==> config.mk <==
export PLATFORM = sky130hd
export DESIGN_NAME = itoa_flat
export DESIGN_NICKNAME = d
export VERILOG_FILES = /design/src/rtl/itoa_pkg.sv /design/src/rtl/itoa_if.sv /design/src/rtl/itoa_divu10.sv /design/src/rtl/itoa.sv /design/src/flat_wrapper.sv
export SDC_FILE = /design/constraint.sdc
export NUM_CORES = 1
export LEC_CHECK = 0
export CAP_MARGIN = 20
export CORE_UTILIZATION = 64
export DETAILED_ROUTE_END_ITERATION = 7
export PLACE_DENSITY = 0.88
export SLEW_MARGIN = 20
export SYNTH_ARGS = -nofsm -noshare
export SYNTH_HDL_FRONTEND = slang
export SYNTH_HIERARCHICAL = 1
export SYNTH_SLANG_ARGS = --single-unit
export TNS_END_PERCENT = 1
==> constraint.sdc <==
create_clock -name clk -period 9 [get_ports clk]
set_clock_uncertainty 0.05 [all_clocks]
set_input_delay 1.35 -clock clk [delete_from_list [all_inputs] [get_ports clk]]
set_output_delay 1.35 -clock clk [all_outputs]
set_load 0.1 [all_outputs]
==> src/rtl/itoa_pkg.sv <==
// Shared types and constants for the integer-to-ASCII formatter.
// The digit-stack depth is derived from the input width, so any DSZ gets a stack that is large enough.
package itoa_pkg;

  typedef enum logic [2:0] {
    IDLE,
    DIV,
    PUSH,
    SGN,
    EMIT,
    TERM,
    DONE
  } itoa_sts;

  localparam logic [7:0] CH_0     = 8'h30;
  localparam logic [7:0] CH_A     = 8'h61;
  localparam logic [7:0] CH_MINUS = 8'h2d;
  localparam logic [7:0] CH_NUL   = 8'h00;

  function automatic int ndig(input int dsz);
    return dsz / 3 + 1;
  endfunction

  // Converts one digit to a character. Hex letters are lowercase.
  function automatic logic [7:0] dig2chr(input logic [3:0] d);
    if (d < 4'd10) return CH_0 + {4'h0, d};
    else           return CH_A + {4'h0, d} - 8'd10;
  endfunction

endpackage

==> src/rtl/itoa_if.sv <==
// Request/response bundle between a number-output requester and the itoa formatter.
// The requester holds en high for the whole run. The formatter streams one byte per cycle on we/ao/dout.
interface itoa_if #(
  parameter int DSZ = 32,
  parameter int ASZ = 5
);
  logic           en;
  logic           hex;
  logic           sgn;
  logic [DSZ-1:0] vi;
  logic           bsy;
  logic           we;
  logic [ASZ-1:0] ao;
  logic [7:0]     dout;
  logic [ASZ-1:0] len;

  modport master (output en, hex, sgn, vi, input bsy, we, ao, dout, len);
  modport slave  (input en, hex, sgn, vi, output bsy, we, ao, dout, len);
endinterface

==> src/rtl/itoa_divu10.sv <==
// Sequential restoring divide-by-10. It produces one quotient bit per clock, MSB first.
// The first step is taken on the start edge, and done marks the cycle whose edge completes q and r.
module itoa_divu10
  import itoa_pkg::*;
#(
  parameter int DSZ = 32
) (
  input  logic           clk,
  input  logic           rst,
  input  logic           start,
  input  logic [DSZ-1:0] n,
  output logic [DSZ-1:0] q,
  output logic [3:0]     r,
  output logic           done
);

  localparam int CW = $clog2(DSZ + 1);

  logic [CW-1:0]  cnt;
  logic           run;
  logic [DSZ-1:0] q_src;
  logic [3:0]     r_src;
  logic [4:0]     trial;
  logic [DSZ-1:0] q_nxt;
  logic [3:0]     r_nxt;

  // q doubles as the dividend shift register, and its vacated LSBs collect quotient bits.
  always_comb begin
    q_src = start ? n : q;
    r_src = start ? 4'd0 : r;
    trial = {r_src, q_src[DSZ-1]};
    if (trial >= 5'd10) begin
      r_nxt = 4'(trial - 5'd10);
      q_nxt = {q_src[DSZ-2:0], 1'b1};
    end else begin
      r_nxt = trial[3:0];
      q_nxt = {q_src[DSZ-2:0], 1'b0};
    end
  end

  always_ff @(posedge clk or posedge rst) begin
    if (rst) begin
      q   <= '0;
      r   <= '0;
      cnt <= '0;
      run <= 1'b0;
    end else begin
      if (start || run) begin
        q <= q_nxt;
        r <= r_nxt;
      end
      if (start) begin
        cnt <= CW'(DSZ - 1);
        run <= 1'b1;
      end else if (run) begin
        cnt <= cnt - CW'(1);
        if (cnt == CW'(1)) run <= 1'b0;
      end
    end
  end

  assign done = run && (cnt == CW'(1));

endmodule

==> src/rtl/itoa.sv <==
// Integer-to-ASCII formatter. It writes the decimal or hex text of vi, MSB digit first, followed by NUL.
// Digits come out of the divider LSB first, so they are held on a small stack and popped during EMIT.
//   state | meaning
//   IDLE  | waiting for en, latches inputs
//   DIV   | one division step by the base (1 cycle hex, DSZ cycles decimal)
//   PUSH  | push remainder, replace magnitude by quotient
//   SGN   | write '-' if negative
//   EMIT  | pop and write one digit per cycle
//   TERM  | write NUL at ao=len
//   DONE  | finished, hold len until en drops
module itoa
  import itoa_pkg::*;
#(
  parameter int DSZ = 32,
  parameter int ASZ = 5
) (
  input  logic  clk,
  input  logic  rst,
  itoa_if.slave bus
);

  localparam int NDIG = ndig(DSZ);
  localparam int SPW  = $clog2(NDIG + 1);

  itoa_sts        state, state_nxt;
  logic           hex_r, neg_r, div_first;
  logic [DSZ-1:0] mag;
  logic [3:0]     stk [NDIG];
  logic [SPW-1:0] sp, top_idx;
  logic [ASZ-1:0] ao_r, len_r;

  logic [DSZ-1:0] dv_q, quot;
  logic [3:0]     dv_r, digit;
  logic           dv_done, dv_start;

  assign dv_start = div_first && !hex_r;
  assign quot     = hex_r ? (mag >> 4) : dv_q;
  assign digit    = hex_r ? mag[3:0] : dv_r;
  assign top_idx  = sp - SPW'(1);

  itoa_divu10 #(.DSZ(DSZ)) u_div (
    .clk   (clk),
    .rst   (rst),
    .start (dv_start),
    .n     (mag),
    .q     (dv_q),
    .r     (dv_r),
    .done  (dv_done)
  );

  always_comb begin
    state_nxt = state;
    if (!bus.en) begin
      state_nxt = IDLE;
    end else begin
      case (state)
        IDLE:    state_nxt = DIV;
        DIV:     if (hex_r || dv_done) state_nxt = PUSH;
        PUSH:    state_nxt = (quot == '0) ? SGN : DIV;
        SGN:     state_nxt = EMIT;
        EMIT:    if (sp == SPW'(1)) state_nxt = TERM;
        TERM:    state_nxt = DONE;
        DONE:    state_nxt = DONE;
        default: state_nxt = IDLE;
      endcase
    end
  end

  always_ff @(posedge clk or posedge rst) begin
    if (rst) begin
      state     <= IDLE;
      hex_r     <= 1'b0;
      neg_r     <= 1'b0;
      div_first <= 1'b0;
      mag       <= '0;
      sp        <= '0;
      ao_r      <= '0;
      len_r     <= '0;
      for (int i = 0; i < NDIG; i++) stk[i] <= '0;
    end else begin
      state     <= state_nxt;
      div_first <= (state_nxt == DIV) && (state != DIV);
      if (!bus.en) begin
        ao_r  <= '0;
        len_r <= '0;
        sp    <= '0;
      end else begin
        case (state)
          IDLE: begin
            hex_r <= bus.hex;
            neg_r <= bus.sgn & bus.vi[DSZ-1];
            mag   <= (bus.sgn & bus.vi[DSZ-1]) ? (~bus.vi + DSZ'(1)) : bus.vi;
            sp    <= '0;
            ao_r  <= '0;
            len_r <= '0;
          end
          PUSH: begin
            stk[sp] <= digit;
            sp      <= sp + SPW'(1);
            mag     <= quot;
          end
          SGN: if (neg_r) begin
            ao_r  <= ao_r + ASZ'(1);
            len_r <= len_r + ASZ'(1);
          end
          EMIT: begin
            sp    <= top_idx;
            ao_r  <= ao_r + ASZ'(1);
            len_r <= len_r + ASZ'(1);
          end
          default: ;
        endcase
      end
    end
  end

  always_comb begin
    bus.we   = 1'b0;
    bus.dout = CH_NUL;
    case (state)
      SGN: if (neg_r) begin
        bus.we   = 1'b1;
        bus.dout = CH_MINUS;
      end
      EMIT: begin
        bus.we   = 1'b1;
        bus.dout = dig2chr(stk[top_idx]);
      end
      TERM: begin
        bus.we   = 1'b1;
        bus.dout = CH_NUL;
      end
      default: ;
    endcase
  end

  assign bus.bsy = (state != IDLE) && (state != DONE);
  assign bus.ao  = ao_r;
  assign bus.len = len_r;

  a_no_stack_overflow: assert property (@(posedge clk) disable iff (rst)
    (state == PUSH) |-> (sp < SPW'(NDIG)));

endmodule

==> src/flat_wrapper.sv <==
// flat-port wrapper written by rule: the top's interface ports become plain ports
module itoa_flat import itoa_pkg::*;
#(
  parameter int DSZ = 32,
  parameter int ASZ = 5
)
  (clk, rst, bus_en, bus_hex, bus_sgn, bus_vi, bus_bsy, bus_we, bus_ao, bus_dout, bus_len);
  itoa_if #(.DSZ(DSZ), .ASZ(ASZ)) bus_i ();
  input  logic clk;
  input  logic rst;
  input wire logic [$bits(bus_i.en)-1:0] bus_en;
  input wire logic [$bits(bus_i.hex)-1:0] bus_hex;
  input wire logic [$bits(bus_i.sgn)-1:0] bus_sgn;
  input wire logic [$bits(bus_i.vi)-1:0] bus_vi;
  output wire logic [$bits(bus_i.bsy)-1:0] bus_bsy;
  output wire logic [$bits(bus_i.we)-1:0] bus_we;
  output wire logic [$bits(bus_i.ao)-1:0] bus_ao;
  output wire logic [$bits(bus_i.dout)-1:0] bus_dout;
  output wire logic [$bits(bus_i.len)-1:0] bus_len;
  assign bus_i.en = bus_en;
  assign bus_i.hex = bus_hex;
  assign bus_i.sgn = bus_sgn;
  assign bus_i.vi = bus_vi;
  assign bus_bsy = bus_i.bsy;
  assign bus_we = bus_i.we;
  assign bus_ao = bus_i.ao;
  assign bus_dout = bus_i.dout;
  assign bus_len = bus_i.len;
  itoa #(.DSZ(DSZ), .ASZ(ASZ)) u_core (.clk(clk), .rst(rst), .bus(bus_i));
endmodule
# Yosys cells after proc, flatten, opt, wreduce, memory -nomap -nowiden

Index checks and enable logic that the tools add are counted.

RAM bits: 0
Bits in registers: 139
Word-level logic and storage cells: 112
Memories: 0
Memory bits (read-only): 0
Output and inout port bits: 20
Input bits: 37
Bits in latches: 0

$add $sub $neg: 10
Reductions and logical operators: 19
Order comparisons: 5
Multiplexer cells: 37
Shifts and indexed selects: 0
Divide/modulo/power cells: 0
Bitwise operators: 4
Multiply operators: 0
Equality and inequality tests: 14

Operators with widths:

| kind                  | count |
|---|---|
| $mux 32               | 3 |
| $pmux 32 s2           | 1 |
| $bwmux 44             | 1 |
| $add 32x1->32 const B | 1 |
| $logic_not 32->1      | 1 |
| $not 32->32           | 1 |
| $pmux 5 s3            | 2 |
| $mux 4                | 7 |
| $mux 5                | 4 |
| $mux 6                | 3 |
| $pmux 3 s6            | 1 |
| $bmux 4 s4            | 1 |
| $demux 4 s4           | 1 |
| $pmux 8 s2            | 1 |
| $pmux 4 s3            | 1 |
| $add 5x1->5 const B   | 2 |
| $ge 5x5->1 const B    | 2 |
| $not 4->5             | 2 |
| $eq 3x3->1 const B    | 3 |
| $mux 3                | 3 |
| $add 7x4->8 const A   | 1 |
| $mux 8                | 1 |
| $ne 4x1->1 const B    | 2 |
| $reduce_and 2->1      | 4 |
| other kinds (27)      | 40 |

# Depth between registers and ports, before layout

Gate-level depths: netlist of run 1.

Depth after elaboration: 9
Depth in mapped cells: 14

# By module

The synthesis of run 1 kept the hierarchy.

Modules (own cells, without submodules):

| module      | area an instance (sq um) | times used | seq. area each (sq um) | cells an instance |
|---|---|---|---|---|
| itoa        | 5873.1                   | 1          | 2402.3                 | 676 |
| itoa_divu10 | 2082.0                   | 1          | 1076.0                 | 203 |

# Least setup slack after synthesis of run 1

Ideal clock, no wire load.

Path type: register to output
Start point: register u_core.sp[0]
End point: output port bus_dout[1]
Buffers on the path: 4
Data arrival time: 4830 ps
Stages on the path, launching flop included: 12
Data required time: 7600 ps
Setup slack: 2770 ps
Cell sequence: dfrtp_1 -> buf_6 -> buf_2 -> inv_1 -> ha_1 -> buf_2 -> buf_2 -> nand2_1 -> mux2_2 -> o211a_2 -> ha_1 -> a221oi_1

Word-level cells in the longest chain between the ends: 9

RTL lines:

| item                                           | line               | text |
|---|---|---|
| start, declared                                | itoa.sv:29         | `logic [SPW-1:0] sp, top_idx;` |
| start signal, assigned                         | itoa.sv:99         | `sp <= sp + SPW'(1);` |
| start signal, assigned                         | itoa.sv:107        | `sp <= top_idx;` |
| $sub 4x1->4 (*)                                | itoa.sv:39         | `assign top_idx = sp - SPW'(1);` |
| $not 4->5 (not written as such) (*)            | itoa.sv:127        | `bus.dout = dig2chr(stk[top_idx]);` |
| $bmux 4 s4 (*)                                 | itoa.sv:127        |  |
| $mux 4 (not written as such) (*) (2 in series) | itoa.sv:127        |  |
| $add 7x4->8                                    | itoa_pkg.sv:27     | `else return CH_A + {4'h0, d} - 8'd10;` |
| $sub 8x4->8                                    | itoa_pkg.sv:27     |  |
| $mux 8 (*)                                     | itoa_pkg.sv:26     | `if (d < 4'd10) return CH_0 + {4'h0, d};` |
| $pmux 8 s2 (*)                                 | itoa.sv:120        | `case (state)` |
| end, declared                                  | flat_wrapper.sv:18 | `output wire logic [$bits(bus_i.dout)-1:0] bus_dout;` |

Mark *: on every way between the ends. The rest lies on a longest branch, timed or not. The select of a mux whose other input is x is not followed.

# Worst setup path after layout of run 1

Ends and elaborated chain as after synthesis.

==> impl_metrics.json, run 1 <==
{
  "outcome": "complete, no violations",
  "syn-cell-area_mm2": 0.007955,
  "grt_pass1_vias": 6626,
  "layout_min_cycle_time_ns": 6.518,
  "design.die.area_mm2": 0.01288,
  "max_clock_freq_mhz": 153.4,
  "crit_chain": "inv_1 -> ha_1 -> mux4_2 -> nand2_1 -> a21oi_1 -> a31oi_1 -> ha_1 -> a221oi_1 -> clkdlybuf4s50_1",
  "antenna_found_initial": 0,
  "tns_ns": 0,
  "ys_top_cells_by_count": "dfrtp_1 (139), nand2_1 (137), o21ai_0 (105)",
  "port_buffers": 55,
  "hold_buffers": 0,
  "postSynthAreaPerCell_um2": 9.050,
  "yosysTopAreaCellShare": 0.4372,
  "finalNetCount": 959,
  "crit_top_cell": "ha_1",
  "io_pins": 57,
  "overflow": 0,
  "leakage_uw": 0.004003,
  "cts.sinks": 139,
  "synth.distinct_cells": 60,
  "drt-total-wl_mm": 19.73,
  "post_drt_wl_per_cell_um": 18.09,
  "cpPeakStageDelay_ns": 1.18,
  "cts_max_path_buffers": 2,
  "drv_cap": 0,
  "fp.dieW_um": 113.5,
  "grtUsageTotal": 0.3292,
  "synth_fp_nets": 928,
  "ant_nets": 0,
  "synthToLayoutAreaGrowth_pct": 15.41,
  "cp-end-kind": "primary output",
  "synth_cells": 879,
  "grt_max_degree": 78,
  "power_density_mw_per_mm2": 251.6,
  "synthArstFlopShare": 1.000,
  "fin_crit_sh": 0.7242,
  "synth.area.top_cells": "dfrtp_1 (44%), mux2i_1 (8.6%), o21ai_0 (6.6%)",
  "drc": 0,
  "rsz0062_at_grt": "no",
  "hpwlAfterDp_mm": 13.16,
  "switching_power_uw": 823.7,
  "drt-vias-per-instance": 6.316,
  "start_util": 0.6595,
  "worst-path-max-fanout": 17,
  "postCtsSetupRepairBufs": 0,
  "setup_viol": 0,
  "yosysWarningCount": 6,
  "swShare": 0.3566,
  "antenna-diode-count": 0,
  "seq_power_share": 0.424,
  "yosysMostFrequentCell": "dfrtp_1",
  "core-area_mm2": 0.01206,
  "synth_edf_count": 0,
  "required_ns": 7.60,
  "p_int_uw": 1486,
  "rr_worst_depth": 8,
  "synth_area_leader_cell": "dfrtp_1",
  "hold_path_class": "reg2reg",
  "nFillCells": 860,
  "min_path_cells": 2,
  "first_pass_iters": 7,
  "setup_slack_ns": 2.482,
  "synth_seq_cells": 139,
  "gp_congestion": 0.9343,
  "htreeDepth": 4,
  "finalHoldViolCount": 0,
  "ir_drop_mv": 0.1587,
  "worstSkewPairLatency_ns": 0.42,
  "cp_slowest_cell": "clkdlybuf4s50_1",
  "cts_tree": "done",
  "yosysSeqAreaShare": 0.4372,
  "worstMarginPinSlew_ns": 0.9535,
  "final_max_slew_viol_count": 0,
  "clk_pin_slew_ns": 0.06,
  "drtIter0Drc": 709,
  "crit_type": "reg2out",
  "rows": 40,
  "place_ws_ns": 2.904,
  "root_buffer": "clkbuf_16",
  "ctsResizeCount": 0,
  "synth-main-ff-cell": "dfrtp_1",
  "grt_pass1_wl_mm": 33.19,
  "combinationalPowerShare": 0.264,
  "start_kind": "flip-flop",
  "clkPwrFrac": 0.312,
  "relSlewSlack": 0.3462,
  "cts-buffers-inserted": 17,
  "vias": 6891,
  "die_h_um": 113.5,
  "worstPathArrival_ns": 5.12,
  "drive_above_1_share": 0.07476
}
routing by layer:
| layer | vias to the layer above | GRT usage | part of all wire |
|---|---|---|---|
| met5 | - | 0 | 0 |
| li1 | 3192 | - | - |
| met1 | 3312 | 0.4172 | 0.41 |
| met2 | 333 | 0.5337 | 0.49 |
| met4 | 0 | 0.1772 | 0.038 |
| met3 | 54 | 0.06748 | 0.067 |
power groups by stage:
stage,Clock [µW],Combinational [µW],Sequential (µW)
2_1_floorplan,0,471,901
6_report,722,610,978
3_5_place_dp,0,590,973
5_1_grt,753,680,995
3_3_place_gp,0,563,970
4_1_cts,729,600,969
final timing paths:
check                                from           endpoint  slack, ns
max                          u_core/sp[0]        bus_dout[1]       2.48
min                        u_core/stk[41]     u_core/stk[41]       0.43
max reg2reg                  u_core/hex_r  u_core/u_div/r[2]       6.22
min reg2reg                u_core/stk[41]     u_core/stk[41]       0.43
max in group asynchronous             rst       u_core/hex_r       6.42
min in group asynchronous             rst  u_core/bus.len[1]       1.31
kinds of logic (layout without fill, tap and decap cells):
logic type      count (synthesis)  in the layout  share of synthesized area
compound gates                224            224                     0.1647
xor+xnor                       41             41                    0.04514
fa+ha+maj                      12             12                    0.01887
buf+inv                        72            116                    0.03853
flops                         139            139                     0.4372
mux                            81             81                     0.1158
other cells                     1              1                  0.0004714
simple gates                  309            309                     0.1793
placed cells by master (no fill, tap or decap), types with 3 or more instances in the layout:
master	n
clkinv_2	3
o22ai_1	5
or4_1	5
a21oi_1	62
mux2i_1	66
inv_1	18
buf_4	8
nor2b_1	5
o31ai_1	8
xnor2_1	27
nor2_1	78
a31oi_1	8
nand4_1	13
or3_1	3
nand2_1	137
nor4_1	14
mux4_2	7
o221ai_1	9
and2_1	3
ha_1	12
nand2b_1	9
a221oi_1	5
mux2_2	5
clkbuf_8	3
a311oi_1	4
clkbuf_16	17
nand3_1	11
dfrtp_1	137
bufinv_16	3
xor2_1	14
a211oi_1	3
clkdlybuf4s50_1	55
nor3_1	12
o21ai_0	105
cell type report:
cell class | instances | area, µm² | area share
clock buffers | 22 | 474.2 | 0.05165
repair buffers | 63 | 610.6 | 0.06650
flip-flops and latches | 139 | 3481 | 0.3791
clock inverters | 10 | 138.9 | 0.01513
multi-input cells | 668 | 4185 | 0.4558
well taps | 168 | 210.2 | 0.02289
inverters | 21 | 81.33 | 0.008858
through the flow:
stage          hold slack [ns]  cell area (µm²)  instances  utilization  total power, µW
6_report                0.4314             9181       1091       0.7612             2310
4_1_cts                 0.4339             9174       1091       0.7606             2298
3_5_place_dp            0.4204             8561       1059       0.7098             1563
3_3_place_gp            0.4091             8561       1059       0.7098             1533
5_1_grt                 0.4756             9181       1091       0.7612             2427
2_1_floorplan           0.3946             7955        879            -             1372
critical path, delay by kind of cell, from the launching register on:
kind | cells | cell delay, ns
buf+inv | 2 | 1.50
fa+ha+maj | 2 | 1.14
mux | 1 | 0.59
simple gates | 1 | 0.08
compound gates | 3 | 0.63
flops | 1 | 0.75
sequential cells by signal, summed over array words and instances (netlist names):
signal            flops
u_core/stk           44
u_core/mag           32
u_core/u_div/q       32
u_core/u_div/cnt      6
u_core/bus.ao         5
u_core/bus.len        5
u_core/sp             4
u_core/u_div/r        4
u_core/state          3
u_core/div_first      1
u_core/hex_r          1
u_core/neg_r          1
u_core/u_div/run      1
No activity file was read; power rests on OpenSTA's default activity.
==> inputs of run 2 (changes only) <==
- CORE_UTILIZATION: 64 -> 60
- PLACE_DENSITY: 0.88 -> 0.83
- clock period: 9 -> 6.3 ns (I/O delays scaled with it)
==> impl_metrics.json, run 2 (same netlist as run 1, synthesis figures left out) <==
{
  "outcome": "complete, no violations",
  "crit_chain": "inv_1 -> ha_1 -> buf_4 -> mux4_2 -> nand4_1 -> o211a_2 -> nand2_1 -> o21ai_0 -> clkdlybuf4s50_1",
  "grtUsageTotal": 0.3026,
  "hpwlAfterDp_mm": 13.23,
  "cts_max_path_buffers": 2,
  "cts_tree": "done",
  "vias": 6748,
  "cpPeakStageDelay_ns": 1.14,
  "drtIter0Drc": 671,
  "leakage_uw": 0.004030,
  "root_buffer": "clkbuf_16",
  "htreeDepth": 4,
  "antenna_found_initial": 0,
  "worst-path-max-fanout": 17,
  "ir_drop_mv": 0.2282,
  "hold_path_class": "reg2reg",
  "drt-vias-per-instance": 6.151,
  "top_register": "u_core/stk",
  "layout_common_cells": "nand2_1 (137), dfrtp_1 (137), o21ai_0 (105), nor2_1 (78), mux2i_1 (66)",
  "design.die.area_mm2": 0.01372,
  "critical-path-top-delay-family": "buffers and inverters",
  "path_buf_inv": 3,
  "largest_reg_flops": 44,
  "grt_pass1_vias": 6283,
  "finalHoldViolCount": 0,
  "grt_pass1_wl_mm": 31.81,
  "cts.sinks": 139,
  "post_drt_wl_per_cell_um": 17.57,
  "crit_type": "reg2out",
  "synthToLayoutAreaGrowth_pct": 15.98,
  "grt_max_degree": 78,
  "drive_above_1_share": 0.08324,
  "start_kind": "flip-flop",
  "die_h_um": 117.1,
  "antenna-diode-count": 0,
  "overflow": 0,
  "layout_min_cycle_time_ns": 5.360,
  "finalNetCount": 961,
  "postCtsSetupRepairBufs": 0,
  "rows": 41,
  "relSlewSlack": 0.2662,
  "drt-total-wl_mm": 19.28,
  "core-area_mm2": 0.01277,
  "worstPathArrival_ns": 4.37,
  "cp-end-kind": "primary output",
  "worstSkewPairLatency_ns": 0.42,
  "rsz0062_at_grt": "no",
  "top_regs": "u_core/stk: 44 flops, u_core/mag: 32 flops, u_core/u_div/q: 32 flops",
  "drc": 0,
  "start_util": 0.6228,
  "tns_ns": 0,
  "setup_viol": 0,
  "timing.hold.ws_ns": 0.4403,
  "hold_buffers": 0,
  "gp_congestion": 0.9012,
  "worstMarginPinSlew_ns": 1.070,
  "cts-buffers-inserted": 17,
  "fin_crit_sh": 0.8508,
  "ant_nets": 0,
  "drv_cap": 0,
  "final_max_slew_viol_count": 0,
  "cp_slowest_cell": "clkdlybuf4s50_1",
  "fp.dieW_um": 117.1,
  "power_density_mw_per_mm2": 362.7,
  "first_pass_iters": 5,
  "required_ns": 5.30,
  "ctsResizeCount": 0,
  "io_pins": 57,
  "max_clock_freq_mhz": 186.6,
  "port_buffers": 55,
  "clk_pin_slew_ns": 0.06
}
==> run 2: cell count changes in the layout (fill, tap and decap cells not counted) <==
cell | before | now
clkbuf_1 | 2 | 0
clkinvlp_4 | 1 | 3
clkbuf_8 | 3 | 0
clkdlybuf4s50_1 | 55 | 51
clkinv_4 | 2 | 3
bufinv_16 | 3 | 5
buf_4 | 8 | 14
==> run 2: tightest hold or removal path, stage by stage, from the launching register on <==
cell	delay, ns
dfrtp_1	0.35
nand2_1	0.05
o21ai_0	0.06
==> run 2: worst paths after layout <==
kind | to | depth (start not counted) | slack, ns | from
setup reg to reg | u_core/u_div/r[2] | 8 | 3.54 | u_core/hex_r
max in group asynchronous | u_core/hex_r | 3 | 4.14 | rst
hold reg to reg | u_core/stk[38] | 2 | 0.44 | u_core/stk[38]
setup / recovery | bus_dout[3] | 9 | 0.94 | u_core/sp[0]
hold / removal | u_core/stk[38] | 2 | 0.44 | u_core/stk[38]
min in group asynchronous | u_core/bus.len[2] | 2 | 0.90 | rst
==> run 2: metal layers <==
| layer | wire length [µm] | global-route usage | vias to the layer above |
|---|---|---|---|
| met3 | 1309 | 0.04943 | 44 |
| met4 | 490 | 0.1097 | 0 |
| li1 | - | - | 3196 |
| met2 | 9291 | 0.4969 | 311 |
| met5 | 0 | 0 | - |
| met1 | 8187 | 0.4069 | 3197 |
==> run 2: per-stage QoR <==
stage	cell area, µm²	instances	power (µW)	util	setup WS [ns]
after floorplan	7955	879	1960	-	0.4755
after global placement	8571	1065	2206	0.6710	1.460
after detailed placement	8571	1065	2239	0.6710	1.387
after CTS	9219	1097	3332	0.7217	0.9517
after global routing	9226	1097	3525	0.7223	0.6139
final	9226	1097	3346	0.7223	0.9400
==> run 2: area by class of cell <==
type	instances	area (µm²)
multi-input combinational	668	4185
fill	978	3547
sequential	139	3481
timing repair buffer	65	615.6
clock buffer	17	425.4
clock inverter	15	222.7
tap	172	215.2
inverter	21	81.33
==> run 2: where the power goes <==
group	switching [µW]	leakage [µW]	total (µW)	internal, µW
clock network	387	0.000309	1090	702
logic	502	0.00192	861	359
registers	282	0.00180	1400	1110
total	1170	0.00403	3350	2180
==> inputs of run 3 (changes only) <==
- SKIP_CTS_REPAIR_TIMING: not set -> 1
==> results of run 3 <==
The final DEF is identical to that of run 2; final timing and power are the same.
